File: src/rtl/glyph_draw_sched.sv
// glyph_draw_sched: round-robin arbiter sharing one glyph-ROM fetch pipeline between
// NUM_REQ requesters; walks the granted 8x16 glyph and streams pixels with screen coordinates.
`timescale 1ns/1ps
module glyph_draw_sched #(
    parameter int NUM_REQ = 4,
    parameter int X_W     = 10,
    parameter int Y_W     = 10
) (
    input  logic                   clock,
    input  logic                   rst_n,
    input  logic [NUM_REQ-1:0]     req,
    input  logic [NUM_REQ*X_W-1:0] req_x,
    input  logic [NUM_REQ*Y_W-1:0] req_y,
    output logic [NUM_REQ-1:0]     gnt,
    output logic                   busy,
    output logic                   done,
    output logic [6:0]             rom_address,
    output logic [NUM_REQ-1:0]     rom_sel,
    input  logic [NUM_REQ-1:0]     rom_q,
    output logic                   pix_valid,
    input  logic                   pix_ready,
    output logic [X_W-1:0]         pix_x,
    output logic [Y_W-1:0]         pix_y,
    output logic                   pix_on,
    output logic                   pix_last
);
    localparam int PTR_W = (NUM_REQ > 1) ? $clog2(NUM_REQ) : 1;

    typedef enum logic [1:0] {IDLE, PRIME, STREAM, DONE} state_t;

    state_t             state;
    state_t             state_nxt;
    logic [PTR_W-1:0]   ptr;
    logic [PTR_W-1:0]   ptr_nxt;
    logic [NUM_REQ-1:0] sel_q;
    logic [6:0]         idx;
    logic [X_W-1:0]     x0;
    logic [Y_W-1:0]     y0;
    logic               take;

    logic               win;
    logic               wrap_hit;
    logic [PTR_W-1:0]   win_idx;
    logic [PTR_W-1:0]   wrap_idx;
    logic [NUM_REQ-1:0] win_oh;
    logic [X_W-1:0]     win_x;
    logic [Y_W-1:0]     win_y;

    // Lowest set request at or above the pointer wins; otherwise the lowest set request overall.
    always_comb begin
        win      = 1'b0;
        wrap_hit = 1'b0;
        win_idx  = '0;
        wrap_idx = '0;
        win_oh   = '0;
        win_x    = '0;
        win_y    = '0;
        for (int i = NUM_REQ - 1; i >= 0; i--) begin
            if (req[i]) begin
                wrap_hit = 1'b1;
                wrap_idx = PTR_W'(i);
                if (i >= int'(ptr)) begin
                    win     = 1'b1;
                    win_idx = PTR_W'(i);
                end
            end
        end
        if (!win) begin
            win     = wrap_hit;
            win_idx = wrap_idx;
        end
        for (int i = 0; i < NUM_REQ; i++) begin
            if (win_idx == PTR_W'(i)) begin
                win_oh[i] = 1'b1;
                win_x     = req_x[i*X_W +: X_W];
                win_y     = req_y[i*Y_W +: Y_W];
            end
        end
    end

    assign ptr_nxt = (win_idx == PTR_W'(NUM_REQ - 1)) ? '0 : win_idx + PTR_W'(1);

    always_ff @(posedge clock or negedge rst_n) begin
        if (!rst_n) begin
            state <= IDLE;
        end else begin
            // NOTE: every sequential assignment is non-blocking so all registers see pre-edge values.
            state <= state_nxt;
        end
    end

    always_comb begin
        // NOTE: every output gets a default first, so no path through the case can infer a latch.
        state_nxt   = state;
        take        = 1'b0;
        gnt         = '0;
        busy        = 1'b0;
        done        = 1'b0;
        rom_address = '0;
        rom_sel     = '0;
        pix_valid   = 1'b0;
        case (state)
            IDLE: begin
                // Grant is combinational in IDLE; gating with rst_n keeps it low during reset.
                if (rst_n && win) begin
                    take      = 1'b1;
                    gnt       = win_oh;
                    busy      = 1'b1;
                    rom_sel   = win_oh;
                    state_nxt = PRIME;
                end
            end
            PRIME: begin
                busy      = 1'b1;
                rom_sel   = sel_q;
                state_nxt = STREAM;
            end
            STREAM: begin
                busy      = 1'b1;
                rom_sel   = sel_q;
                pix_valid = 1'b1;
                // A stalled pixel re-reads its own address so rom_q holds steady next cycle.
                if (pix_ready) begin
                    rom_address = idx + 7'd1;
                    if (idx == 7'd127) state_nxt = DONE;
                end else begin
                    rom_address = idx;
                end
            end
            DONE: begin
                busy      = 1'b1;
                done      = 1'b1;
                state_nxt = IDLE;
            end
            default: state_nxt = IDLE;
        endcase
    end

    always_ff @(posedge clock or negedge rst_n) begin
        if (!rst_n) begin
            ptr   <= '0;
            sel_q <= '0;
            idx   <= '0;
            x0    <= '0;
            y0    <= '0;
        end else begin
            if (take) begin
                ptr   <= ptr_nxt;
                sel_q <= win_oh;
                x0    <= win_x;
                y0    <= win_y;
                idx   <= '0;
            end
            if (state == STREAM && pix_ready && idx != 7'd127) idx <= idx + 7'd1;
        end
    end

    assign pix_on   = pix_valid & |(rom_q & sel_q);
    assign pix_x    = pix_valid ? x0 + X_W'(idx[2:0]) : '0;
    assign pix_y    = pix_valid ? y0 + Y_W'(idx[6:3]) : '0;
    assign pix_last = pix_valid & (idx == 7'd127);

endmodule

File: config.mk
export PLATFORM = sky130hd
export DESIGN_NAME = glyph_draw_sched
export DESIGN_NICKNAME = d
export VERILOG_FILES = /design/src/rtl/glyph_draw_sched.sv
export SDC_FILE = /design/constraint.sdc
export NUM_CORES = 1
export LEC_CHECK = 0
export CAP_MARGIN = 0
export CORE_MARGIN = 2
export CORE_UTILIZATION = 41
export CTS_BUF_LIST = sky130_fd_sc_hd__clkbuf_8
export DETAILED_ROUTE_END_ITERATION = 10
export PLACE_DENSITY = 0.91
export SYNTH_ARGS = -nofsm -noshare
export SYNTH_HDL_FRONTEND = slang
export SYNTH_SLANG_ARGS = --single-unit
File: constraint.sdc
create_clock -name clock -period 2.1 [get_ports clock]
set_clock_uncertainty 0.1 [all_clocks]
set_input_delay 0.315 -clock clock [delete_from_list [all_inputs] [get_ports clock]]
set_output_delay 0.315 -clock clock [all_outputs]
set_load 0.02 [all_outputs]
Yosys cells after proc, flatten, opt, wreduce, memory -nomap -nowiden
Cells that the tools add are included.

Logic and storage cells: 90. Output and inout bits: 40. Bits in registers: 35.

Eq/ne operators: 11. Muxes and demuxes: 53. $lt $le $gt $ge: 3. Bitwise gates (word level): 3. Add/sub/neg operators: 4. Reduce and logical (&&, ||, !) cells: 10.

Operators by type and width (number): $mux W10 (10); $mux W2 (15); $mux W7 (4); $mux W1 (19); $add A10 B3 Y10 (1); $add A10 B4 Y10 (1); $eq A2 B2 Y1 const B (4); $mux W4 (2); $pmux W2 S4 (1); $pmux W4 S2 (1); $add A7 B1 Y7 const B (1); $eq A7 B7 Y1 const B (1); $ne A7 B7 Y1 const B (1); $ne A2 B2 Y1 const B (3); $and A4 B4 Y4 (1); $eq A2 B1 Y1 const B (2); $ge A1 B2 Y1 const A (2); $logic_not A2 Y1 (2); $reduce_or A4 Y1 (1); $logic_and A1 B1 Y1 (3); $reduce_and A3 Y1 (1); $reduce_or A3 Y1 (1); $add A2 B1 Y2 const B (1); $and A1 B1 Y1 (2); 4 further kinds (4).

Longest topological paths before layout
Gate-level depths: netlist of run 1.

Depth in word-level cells: 13. Gate-level depth with buffers: 11. Gate-level depth less buffers: 9.

Least setup slack after synthesis of run 1
Ideal clock, no wire load.

Kind: register to output. Start point: register ptr[1]. End point: output rom_sel[2]. Slack: -0.235 ns. Stages on the path, launching flop included: 9. Data required time: 1.685 ns. Path buffers: 2. Arrival: 1.920 ns. Cell sequence: dfrtp_1 -> o32ai_1 -> nor2_1 -> inv_1 -> ha_1 -> clkbuf_1 -> clkbuf_1 -> nand2_1 -> a21oi_1.

Word-level cells in the longest chain between the ends: 12. Elaborated cells between the ends (all ways): 22. Those cells by class: 3 x order compare; 1 x eq/ne; 17 x mux; 1 x reduce/logical.

Ends and longest elaborated chain: start, declared (line 33) `logic [PTR_W-1:0] ptr;`; start signal, assigned (line 148) `ptr <= ptr_nxt;`; $ge A2 B2 Y1 (line 62) `if (i >= int'(ptr)) begin`; $mux W2 or $mux W1 (tied branches) (line 62); $mux W2 or $mux W1 (tied branches) (line 59) `if (req[i]) begin`; $mux W2 or $mux W1 (tied branches) (line 62); $mux W2 or $mux W1 (tied branches) (line 59); $mux W2 or $mux W1 (tied branches) (line 62); $mux W2 or $mux W1 (tied branches) (line 59); $mux W2 (*) (line 68) `if (!win) begin`; $eq A2 B2 Y1 (*) (line 73) `if (win_idx == PTR_W'(i)) begin`; $mux W1 (*) (line 73); net win_oh[2] (line 45) `logic [NUM_REQ-1:0] win_oh;`; $mux W4 (*) (line 105) `if (rst_n && win) begin`; $pmux W4 S2 (*) (line 102) `case (state)`; end, declared (line 18) `output logic [NUM_REQ-1:0] rom_sel,`.

The timed path passes the listed nets; every way through them passes the cells marked *.

Worst setup path after layout of run 1
Start point: register ptr[1]. End point: register x0[5].

Word-level cells in the longest chain between the ends: 13. Elaborated cells between the ends (all ways): 28. Those cells by class: 3 x order compare; 3 x eq/ne; 20 x mux; 2 x reduce/logical.

Ends and longest elaborated chain: $ge A2 B2 Y1 (line 62); $mux W2 or $mux W1 (tied branches) (line 62); $mux W2 or $mux W1 (tied branches) (line 59); $mux W2 or $mux W1 (tied branches) (line 62); $mux W2 or $mux W1 (tied branches) (line 59); $mux W2 or $mux W1 (tied branches) (line 62); $mux W2 or $mux W1 (tied branches) (line 59); $mux W2 (line 68); $logic_not A2 Y1 (line 73); $mux W10 (4 in series) (line 73); end signal, assigned (line 150) `x0 <= win_x;`; end, declared (line 37) `logic [X_W-1:0] x0;`.

Several ways; a longest one is shown, not always the timed one. A chain may end at the register's enable or synchronous reset.

==> results of run 1 <==
## power by group
part | switching, W | internal (W) | total [W]
clock | 0.000296 | 0.000474 | 0.000770
combinational | 0.00162 | 0.00153 | 0.00315
sequential | 0.000130 | 0.000765 | 0.000896
## routing by layer
| layer | vias up | track usage [%] |
|---|---|---|
| met5 | - | 0 |
| met4 | 0 | 24.88 |
| met3 | 202 | 7.413 |
| met2 | 567 | 61.27 |
| met1 | 2252 | 36.12 |
| li1 | 1876 | - |
## flip-flops by register name (all words and copies together) (netlist names)
name	cells
ptr	2
x0	10
state	2
sel_q	4
y0	10
idx	7
## final timing paths
check | start | endpoint | slack (ns) | cells after the start
setup / recovery | ptr[1]$_DFFE_PN0P_ | x0[5]$_DFFE_PN0P_ | -0.88 | 12
setup reg to reg | ptr[1]$_DFFE_PN0P_ | x0[5]$_DFFE_PN0P_ | -0.88 | 12
max in group asynchronous | rst_n | idx[1]$_DFFE_PN0P_ | 1.51 | 2
min in group clock | rst_n | sel_q[0]$_DFFE_PN0P_ | 0.46 | 5
hold / removal | rst_n | x0[8]$_DFFE_PN0P_ | 0.01 | 2
hold reg to reg | sel_q[1]$_DFFE_PN0P_ | sel_q[1]$_DFFE_PN0P_ | 0.51 | 2
## layout make-up
cell class	instances	area, µm²
multi-input cells	321	2885
repair buffers	234	2337
fillers	304	1225
flip-flops and latches	35	879.6
inverters	35	136.4
well taps	102	127.6
clock buffers	5	68.82
clock inverters	3	67.56
## kinds of logic (layout without fill, tap and decap cells)
family,count (synthesis),count (layout),synth area share [%]
flip-flops,35,35,26.78
AND/OR/NAND/NOR,148,148,21.23
buffers and inverters,67,277,10.14
XOR/XNOR,19,19,5.088
adder cells (fa/ha/maj),19,19,7.728
multiplexers,5,5,1.683
AO/OA/AOI/OAI,130,130,27.35
## through the flow
| step | setup slack (ns) | area (µm²) | power [W] | setup TNS, ns | cells |
|---|---|---|---|---|---|
| finish | -0.8836 | 6502 | 0.004815 | -27.68 | 735 |
| global route | -0.8514 | 6502 | 0.004934 | -28.39 | 735 |
| CTS | -0.3926 | 5889 | 0.003943 | -11.32 | 717 |
| detailed placement | -0.8513 | 5036 | 0.002841 | -31.14 | 685 |
| global placement | -0.7556 | 5036 | 0.002778 | -26.49 | 685 |
| floorplan | -0.03169 | 3354 | 0.001930 | -0.3076 | 423 |
## synth_stat cells (3+ instances only)
library cell	instances
a21oi_1	55
a221oi_1	8
xnor2_1	10
nand2_1	53
nor2_1	41
and3_1	3
nand4_1	6
inv_1	35
nand3_1	9
clkbuf_4	3
buf_4	5
and2_1	22
mux2i_1	4
xor2_1	9
ha_1	17
a21o_1	3
a221oi_2	12
clkbuf_1	18
a31oi_1	3
o21ai_0	26
dfrtp_1	35
a22oi_1	3
## worst max-delay path, delay by kind of cell, from the launching register on
kind	cells	cell delay, ns
AO/OA/AOI/OAI	3	0.57
adder cells (fa/ha/maj)	1	0.25
buffers and inverters	5	0.68
flip-flops	1	0.52
multiplexers	1	0.40
AND/OR/NAND/NOR	2	0.33
## timing repair
item,in CTS,in global routing
gates resized for setup,307,116
hold endpoints to repair,0,0
cloned,6,1
setup endpoints to repair,59,70
hold buffers,0,0
pin swaps,77,77
setup buffers,19,23
==> impl_results.html, run 1 <==
<table>
<tr><th>Metric</th><th>Value</th></tr>
<tr><th colspan="2">Die</th></tr>
<tr><td>Area inside the core boundary</td><td>0.007727 mm²</td></tr>
<tr><td>Floorplan row count</td><td>32</td></tr>
<tr><td>Die Y-Extent</td><td>93.32 µm</td></tr>
<tr><td>I/O pin cnt</td><td>131</td></tr>
<tr><td>Die outline width</td><td>93.32 µm</td></tr>
<tr><td>Die outline area</td><td>0.008708 mm²</td></tr>
<tr><td>Starting utilization of the core area</td><td>42.33%</td></tr>
<tr><th colspan="2">Final layout</th></tr>
<tr><td>Commonest non-fill, non-tap cell in the layout</td><td>clkdlybuf4s50_1</td></tr>
<tr><td>Total Nets Final</td><td>742</td></tr>
<tr><td>Final antenna diode count</td><td>0</td></tr>
<tr><td>Growth of design area from synthesis to finish</td><td>98.81%</td></tr>
<tr><td>Share of final-layout standard cells stronger than drive strength 1</td><td>45.81%</td></tr>
<tr><td>Leading cell types in the layout, fill and taps excluded</td><td>clkdlybuf4s50_1, buf_4, nand2_1, buf_6, nor2_1</td></tr>
<tr><td>Post-route core utilization</td><td>84.15%</td></tr>
<tr><th colspan="2">Detailed routing</th></tr>
<tr><td>Total Wirelength</td><td>20520 µm</td></tr>
<tr><td>Average wire per standard cell</td><td>27.92 µm</td></tr>
<tr><td>DRC viols</td><td>0</td></tr>
<tr><td>Number of iterations in the first detailed-routing pass</td><td>5</td></tr>
<tr><td>Length of routed met2 wiring</td><td>9049 µm</td></tr>
<tr><td>Overall via count from detail_route</td><td>4897</td></tr>
<tr><td>Count of antenna-violating nets left after detailed routing</td><td>0</td></tr>
<tr><td>Iteration-0 DRC count of the detailed router</td><td>657</td></tr>
<tr><td>Max Used Layer</td><td>met4</td></tr>
<tr><td>Detailed-route vias per instance</td><td>6.663</td></tr>
<tr><td>Met1 WL</td><td>6653 µm</td></tr>
<tr><td>Wire length on met3</td><td>2603 µm</td></tr>
<tr><th colspan="2">Job</th></tr>
<tr><td>Maxcap violations</td><td>0</td></tr>
<tr><th colspan="2">Timing</th></tr>
<tr><td>Unrepaired setup endpoints after global routing</td><td>true</td></tr>
<tr><td>Crit path time final</td><td>2.984 ns</td></tr>
<tr><td>Pin slew with the least headroom to its limit</td><td>0.6046 ns</td></tr>
<tr><td>Final setup violating endpoints</td><td>66</td></tr>
<tr><td>Pins Over Slew Limit</td><td>0</td></tr>
<tr><td>Maximum clock frequency</td><td>0.3352 GHz</td></tr>
<tr><td>Setup slack of the critical path after layout</td><td>-0.8836 ns</td></tr>
<tr><td>Final Hold Vio Count</td><td>0</td></tr>
<tr><td>Worst slew margin</td><td>59.55%</td></tr>
<tr><td>Ratio of final minimum period to clock period</td><td>142.1%</td></tr>
<tr><td>Worst hold slack after final layout</td><td>0.01193 ns</td></tr>
<tr><th colspan="2">Placed design</th></tr>
<tr><td>Detailed placer's ending HPWL</td><td>7579 µm</td></tr>
<tr><td>Global placer's final weighted congestion</td><td>0.8529</td></tr>
<tr><td>Port buffer count</td><td>130</td></tr>
<tr><th colspan="2">GRT</th></tr>
<tr><td>Aggregate global-route resource usage</td><td>34.67%</td></tr>
<tr><td>Congestion Overflow GR</td><td>0</td></tr>
<tr><td>Wire length of the first global-routing pass</td><td>23140 µm</td></tr>
<tr><td>Number of global-route vias before repair</td><td>4409</td></tr>
<tr><td>Antenna violations before repair</td><td>0</td></tr>
<tr><td>Pin count of the biggest net entering global routing</td><td>37</td></tr>
<tr><th colspan="2">Synthesis</th></tr>
<tr><td>Warnings, synthesis</td><td>0</td></tr>
<tr><td>Post-synthesis instance area</td><td>0.003271 mm²</td></tr>
<tr><td>Cell types with the largest area share after synthesis</td><td>dfrtp_1, a21oi_1, ha_1</td></tr>
<tr><td>Post-synthesis cell type count</td><td>51</td></tr>
<tr><td>Cell accounting for the most synthesized area</td><td>dfrtp_1</td></tr>
<tr><td>Number of flops mapped to enable cells by yosys</td><td>0</td></tr>
<tr><td>Fraction of synthesized cell area taken by the top area cell type</td><td>26.78%</td></tr>
<tr><td>Post-synthesis sequential element count</td><td>35</td></tr>
<tr><td>Count of mapped cells out of synthesis</td><td>423</td></tr>
<tr><td>Synthesized area divided by synthesized cell count</td><td>7.732 µm²</td></tr>
<tr><td>Total nets after synthesis</td><td>533</td></tr>
<tr><td>Commonest register cell after synthesis</td><td>dfrtp_1</td></tr>
<tr><td>Part of the Yosys area used for sequential elements</td><td>26.78%</td></tr>
<tr><td>Ys async rst share</td><td>100.0%</td></tr>
<tr><th colspan="2">Clock network</th></tr>
<tr><td>Buffer levels on the longest clock path</td><td>2</td></tr>
<tr><td>CTS tree</td><td>yes</td></tr>
<tr><td>Number of buffers created by CTS</td><td>5</td></tr>
<tr><td>Clock latency on the worst-skew pair</td><td>0.30 ns</td></tr>
<tr><td>Clock tree sinks</td><td>35</td></tr>
<tr><td>Clock edge transition at the registers on the reported setup and hold paths</td><td>0.08 ns</td></tr>
<tr><td>Root Driver</td><td>clkbuf_8</td></tr>
<tr><td>H-tree Lvls</td><td>2</td></tr>
<tr><th colspan="2">Pwr</th></tr>
<tr><td>Static leakage</td><td>2.886 nW</td></tr>
<tr><td>IR Drop Worst-Case VDD</td><td>0.0003617 V</td></tr>
<tr><td>Power density normalized to cell area</td><td>740.5 mW/mm²</td></tr>
<tr><th colspan="2">Critical path</th></tr>
<tr><td>Critical path, cell by cell</td><td>mux2i_4, o32ai_4, nor2_4, buf_6, buf_12, ha_4, buf_12, buf_12, buf_4, o21ai_2, a221oi_2, nor2_1</td></tr>
<tr><td>CP Capture Type</td><td>register</td></tr>
<tr><td>Startpoint type of the worst setup path</td><td>register</td></tr>
<tr><td>Slowest cell on the critical path</td><td>dfrtp_2</td></tr>
<tr><td>Arrival time at the worst endpoint</td><td>3.05 ns</td></tr>
<tr><td>Critical path's largest stage delay</td><td>0.52 ns</td></tr>
<tr><td>Critical Path Fanout Max</td><td>5</td></tr>
<tr><td>Critical path data required time</td><td>2.16 ns</td></tr>
<tr><td>Start-to-end type of the worst setup path</td><td>register to register</td></tr>
<tr><td>Critical path's most frequent cell</td><td>buf_12</td></tr>
<tr><th colspan="2">Outcome</th></tr>
<tr><td>Status</td><td>complete, but fails checks</td></tr>
<tr><td>Violated checks</td><td>negative setup slack</td></tr>
<tr><th colspan="2">Worst hold path</th></tr>
<tr><td>HP Class</td><td>input pin to async pin</td></tr>
</table>
Power figures use the tool's default switching activity.
==> run 2, diff against run 1 <==
--- a/config.mk
+++ b/config.mk
@@ -6,9 +6,9 @@
 export NUM_CORES = 1
 export LEC_CHECK = 0
 export CAP_MARGIN = 0
-export CORE_MARGIN = 2
+export CORE_MARGIN = 5
 export CORE_UTILIZATION = 41
-export CTS_BUF_LIST = sky130_fd_sc_hd__clkbuf_8
+export CTS_BUF_LIST = sky130_fd_sc_hd__clkbuf_4 sky130_fd_sc_hd__clkbuf_8
 export DETAILED_ROUTE_END_ITERATION = 10
 export PLACE_DENSITY = 0.91
 export SYNTH_ARGS = -nofsm -noshare
==> constraint.sdc (replaced) <==
create_clock -name clock -period 2.1 [get_ports clock]
set_clock_uncertainty 0.1 [all_clocks]
set_input_delay 0.315 -clock clock [delete_from_list [all_inputs] [get_ports clock]]
set_output_delay 0.315 -clock clock [all_outputs]
set_load 0.1 [all_outputs]
==> impl_results.html, run 2 (synthesized netlist as in run 1, its figures left out) <==
<table>
<tr><th>Metric</th><th>Value</th></tr>
<tr><th colspan="2">Die</th></tr>
<tr><td>Die Y-Extent</td><td>99.32 µm (+6.4%)</td></tr>
<tr><td>Die outline area</td><td>0.009863 mm² (+13%)</td></tr>
<tr><td>Floorplan row count</td><td>32 (unchanged)</td></tr>
<tr><td>Die outline width</td><td>99.32 µm (+6.4%)</td></tr>
<tr><td>Area inside the core boundary</td><td>0.007767 mm² (+0.52%)</td></tr>
<tr><td>I/O pin cnt</td><td>131 (unchanged)</td></tr>
<tr><td>Starting utilization of the core area</td><td>42.11% (-0.22 points)</td></tr>
<tr><th colspan="2">Detailed routing</th></tr>
<tr><td>Total Wirelength</td><td>21890 µm (+6.7%)</td></tr>
<tr><td>Number of iterations in the first detailed-routing pass</td><td>5 (unchanged)</td></tr>
<tr><td>Count of antenna-violating nets left after detailed routing</td><td>0 (unchanged)</td></tr>
<tr><td>Overall via count from detail_route</td><td>4889 (-0.16%)</td></tr>
<tr><td>DRC viols</td><td>0 (unchanged)</td></tr>
<tr><td>Iteration-0 DRC count of the detailed router</td><td>526 (-20%)</td></tr>
<tr><td>Average wire per standard cell</td><td>30.23 µm (+8.3%)</td></tr>
<tr><td>Detailed-route vias per instance</td><td>6.753 (+1.4%)</td></tr>
<tr><th colspan="2">Pwr</th></tr>
<tr><td>Internal Dissipation</td><td>0.003178 W (+15%)</td></tr>
<tr><td>Relative contribution of sequential cells to total power</td><td>14.1% (-4.5 points)</td></tr>
<tr><td>Power density normalized to cell area</td><td>903.3 mW/mm² (+22%)</td></tr>
<tr><td>Part of the power in combinational logic</td><td>75.6% (+10 points)</td></tr>
<tr><td>Share of total power in the clock network</td><td>10.4% (-5.6 points)</td></tr>
<tr><td>IR Drop Worst-Case VDD</td><td>0.0009006 V (+150%)</td></tr>
<tr><td>Sw frac</td><td>50.68% (+8.3 points)</td></tr>
<tr><td>Static leakage</td><td>3.067 nW (+6.3%)</td></tr>
<tr><td>Switching power summed over all nets</td><td>0.003266 W (+60%)</td></tr>
<tr><th colspan="2">Timing</th></tr>
<tr><td>Pins Over Slew Limit</td><td>0 (unchanged)</td></tr>
<tr><td>Final setup violating endpoints</td><td>60 (-9.1%)</td></tr>
<tr><td>Ratio of final minimum period to clock period</td><td>133.4% (-8.7 points)</td></tr>
<tr><td>Worst slew margin</td><td>65.79% (+6.2 points)</td></tr>
<tr><td>Crit path time final</td><td>2.801 ns (-0.1826 ns)</td></tr>
<tr><td>Final Hold Vio Count</td><td>0 (unchanged)</td></tr>
<tr><td>Pin slew with the least headroom to its limit</td><td>0.5131 ns (-0.09153 ns)</td></tr>
<tr><td>Unrepaired setup endpoints after global routing</td><td>true</td></tr>
<tr><td>Total Negative Setup Slacks</td><td>-21.02 ns (+6.664 ns)</td></tr>
<tr><td>Setup slack of the critical path after layout</td><td>-0.7010 ns (+0.1826 ns)</td></tr>
<tr><td>Maximum clock frequency</td><td>0.3570 GHz (+6.5%)</td></tr>
<tr><th colspan="2">Critical path</th></tr>
<tr><td>Critical path's most frequent cell</td><td>buf_6</td></tr>
<tr><td>Crit path buf inv count</td><td>4 (-1)</td></tr>
<tr><td>Number of cells on the worst reg-to-reg path</td><td>12 (unchanged)</td></tr>
<tr><td>Start-to-end type of the worst setup path</td><td>register to register</td></tr>
<tr><td>Worst path top cell family by delay</td><td>compound AO/OA/AOI/OAI gates</td></tr>
<tr><td>Critical path data required time</td><td>2.17 ns (about the same)</td></tr>
<tr><td>Startpoint type of the worst setup path</td><td>register</td></tr>
<tr><td>Critical path depth</td><td>12 (unchanged)</td></tr>
<tr><td>CP Capture Type</td><td>register</td></tr>
<tr><td>Critical path's largest stage delay</td><td>0.44 ns (-0.08 ns)</td></tr>
<tr><td>Critical Path Fanout Max</td><td>6 (+1)</td></tr>
<tr><td>Slowest cell on the critical path</td><td>dfrtp_1</td></tr>
<tr><td>Arrival time at the worst endpoint</td><td>2.88 ns (-0.17 ns)</td></tr>
<tr><td>Critical path, cell by cell</td><td>buf_6, a21oi_2, o21a_1, o22a_2, buf_6, ha_4, buf_8, buf_16, a21oi_4, o21ai_2, a221oi_2, nor2_1</td></tr>
<tr><th colspan="2">Clock network</th></tr>
<tr><td>Number of buffers created by CTS</td><td>5 (unchanged)</td></tr>
<tr><td>Clock edge transition at the registers on the reported setup and hold paths</td><td>0.09 ns (about the same)</td></tr>
<tr><td>Clock latency on the worst-skew pair</td><td>0.32 ns (+0.02 ns)</td></tr>
<tr><td>Root Driver</td><td>clkbuf_8</td></tr>
<tr><td>CTS tree</td><td>yes</td></tr>
<tr><td>Buffer levels on the longest clock path</td><td>2 (unchanged)</td></tr>
<tr><td>Clock tree sinks</td><td>35 (unchanged)</td></tr>
<tr><td>H-tree Lvls</td><td>2 (unchanged)</td></tr>
<tr><td>Number of buffers inserted by hold repair at cts</td><td>0 (unchanged)</td></tr>
<tr><th colspan="2">Placed design</th></tr>
<tr><td>Port buffer count</td><td>130 (unchanged)</td></tr>
<tr><td>Detailed placer's ending HPWL</td><td>9688 µm (+28%)</td></tr>
<tr><td>Number of placed cells counting well taps</td><td>668 (-2.5%)</td></tr>
<tr><td>Global placer's final weighted congestion</td><td>0.9509 (+11%)</td></tr>
<tr><td>Total placed instance area</td><td>0.005638 mm² (+12%)</td></tr>
<tr><th colspan="2">Final layout</th></tr>
<tr><td>Final design area excluding fillers</td><td>0.007133 mm² (+9.7%)</td></tr>
<tr><td>Final non-filler cell total</td><td>724 (-1.5%)</td></tr>
<tr><td>Final antenna diode count</td><td>0 (unchanged)</td></tr>
<tr><td>Post-route core utilization</td><td>91.83% (+7.7 points)</td></tr>
<tr><td>Share of final-layout standard cells stronger than drive strength 1</td><td>51.77% (+6.0 points)</td></tr>
<tr><td>Total Nets Final</td><td>731 (-1.5%)</td></tr>
<tr><td>Growth of design area from synthesis to finish</td><td>118.1%</td></tr>
<tr><td>Commonest non-fill, non-tap cell in the layout</td><td>clkdlybuf4s50_1</td></tr>
<tr><td>Largest registers</td><td>x0 (10), y0 (10), idx (7)</td></tr>
<tr><td>Leading cell types in the layout, fill and taps excluded</td><td>clkdlybuf4s50_1, buf_12, buf_4, nand2_1, nor2_1</td></tr>
<tr><th colspan="2">Outcome</th></tr>
<tr><td>Status</td><td>complete, but fails checks</td></tr>
<tr><td>Violated checks</td><td>negative setup slack</td></tr>
<tr><th colspan="2">GRT</th></tr>
<tr><td>Number of global-route vias before repair</td><td>4915 (+11%)</td></tr>
<tr><td>Aggregate global-route resource usage</td><td>35.91% (+1.2 points)</td></tr>
<tr><td>Antenna violations before repair</td><td>0 (unchanged)</td></tr>
<tr><td>Wire length of the first global-routing pass</td><td>27290 µm (+18%)</td></tr>
<tr><td>Pin count of the biggest net entering global routing</td><td>36 (-2.7%)</td></tr>
<tr><td>Congestion Overflow GR</td><td>0 (unchanged)</td></tr>
<tr><th colspan="2">Worst hold path</th></tr>
<tr><td>HP Class</td><td>input pin to async pin</td></tr>
<tr><th colspan="2">Job</th></tr>
<tr><td>Maxcap violations</td><td>0 (unchanged)</td></tr>
</table>
run 2: area by class of cell:
| class | count | area [µm²] |
|---|---|---|
| multi-input combinational | 321 | 3110 |
| timing repair buffer | 223 | 2753 |
| sequential | 35 | 880.8 |
| fill | 233 | 634.4 |
| inverter | 35 | 148.9 |
| tap | 102 | 127.6 |
| clock buffer | 5 | 68.82 |
| clock inverter | 3 | 43.79 |
run 2: worst paths after layout:
kind / slack [ns] / startpoint / end
worst max-delay path: -0.70 / ptr[1]$_DFFE_PN0P_ / x0[5]$_DFFE_PN0P_
min in group clock: 0.43 / rst_n / sel_q[3]$_DFFE_PN0P_
worst min-delay path: 0.05 / rst_n / ptr[0]$_DFFE_PN0P_
worst min register to register: 0.51 / sel_q[1]$_DFFE_PN0P_ / sel_q[1]$_DFFE_PN0P_
worst max register to register: -0.70 / ptr[1]$_DFFE_PN0P_ / x0[5]$_DFFE_PN0P_
max in group asynchronous: 1.44 / rst_n / idx[4]$_DFFE_PN0P_
run 2: per-layer routing:
layer	GRT usage (%)	routed length [µm]	vias up
met4	24.26	2337	0
met2	64.72	10320	533
met3	8.415	2379	216
met5	0	0	-
li1	-	-	1854
met1	36.57	6850	2286
run 2: power groups by stage:
stage | Combinational (W) | Clock (W) | Sequential (W)
finish | 0.00487 | 0.000667 | 0.000907
global route | 0.00500 | 0.000686 | 0.000913
CTS | 0.00440 | 0.000624 | 0.000881
detailed placement | 0.00383 | 0 | 0.000879
global placement | 0.00374 | 0 | 0.000873
floorplan | 0.00247 | 0 | 0.000874
run 2: worst reg2reg max path: cells and delay by family, from the launching register on:
| kind | cells | cell delay [ns] |
|---|---|---|
| AO/OA/AOI/OAI | 6 | 1.17 |
| buffers and inverters | 4 | 0.62 |
| flip-flops | 1 | 0.44 |
| AND/OR/NAND/NOR | 1 | 0.14 |
| adder cells (fa/ha/maj) | 1 | 0.18 |
run 2: stage by stage:
stage | power (W) | setup WS, ns | hold WS [ns]
CTS | 0.005908 | -0.5333 | 0.06381
finish | 0.006444 | -0.7010 | 0.05251
global placement | 0.004608 | -0.5107 | 0.3748
detailed placement | 0.004709 | -0.7133 | 0.3768
global route | 0.006600 | -0.7231 | 0.07118
floorplan | 0.003340 | -0.3307 | -0.08059
run 2: what timing repair did:
item,in CTS,in global routing
gates cloned,5,1
setup endpoints to repair,59,66
setup buffers,34,14
resized for setup,114,78
pin swaps,62,59
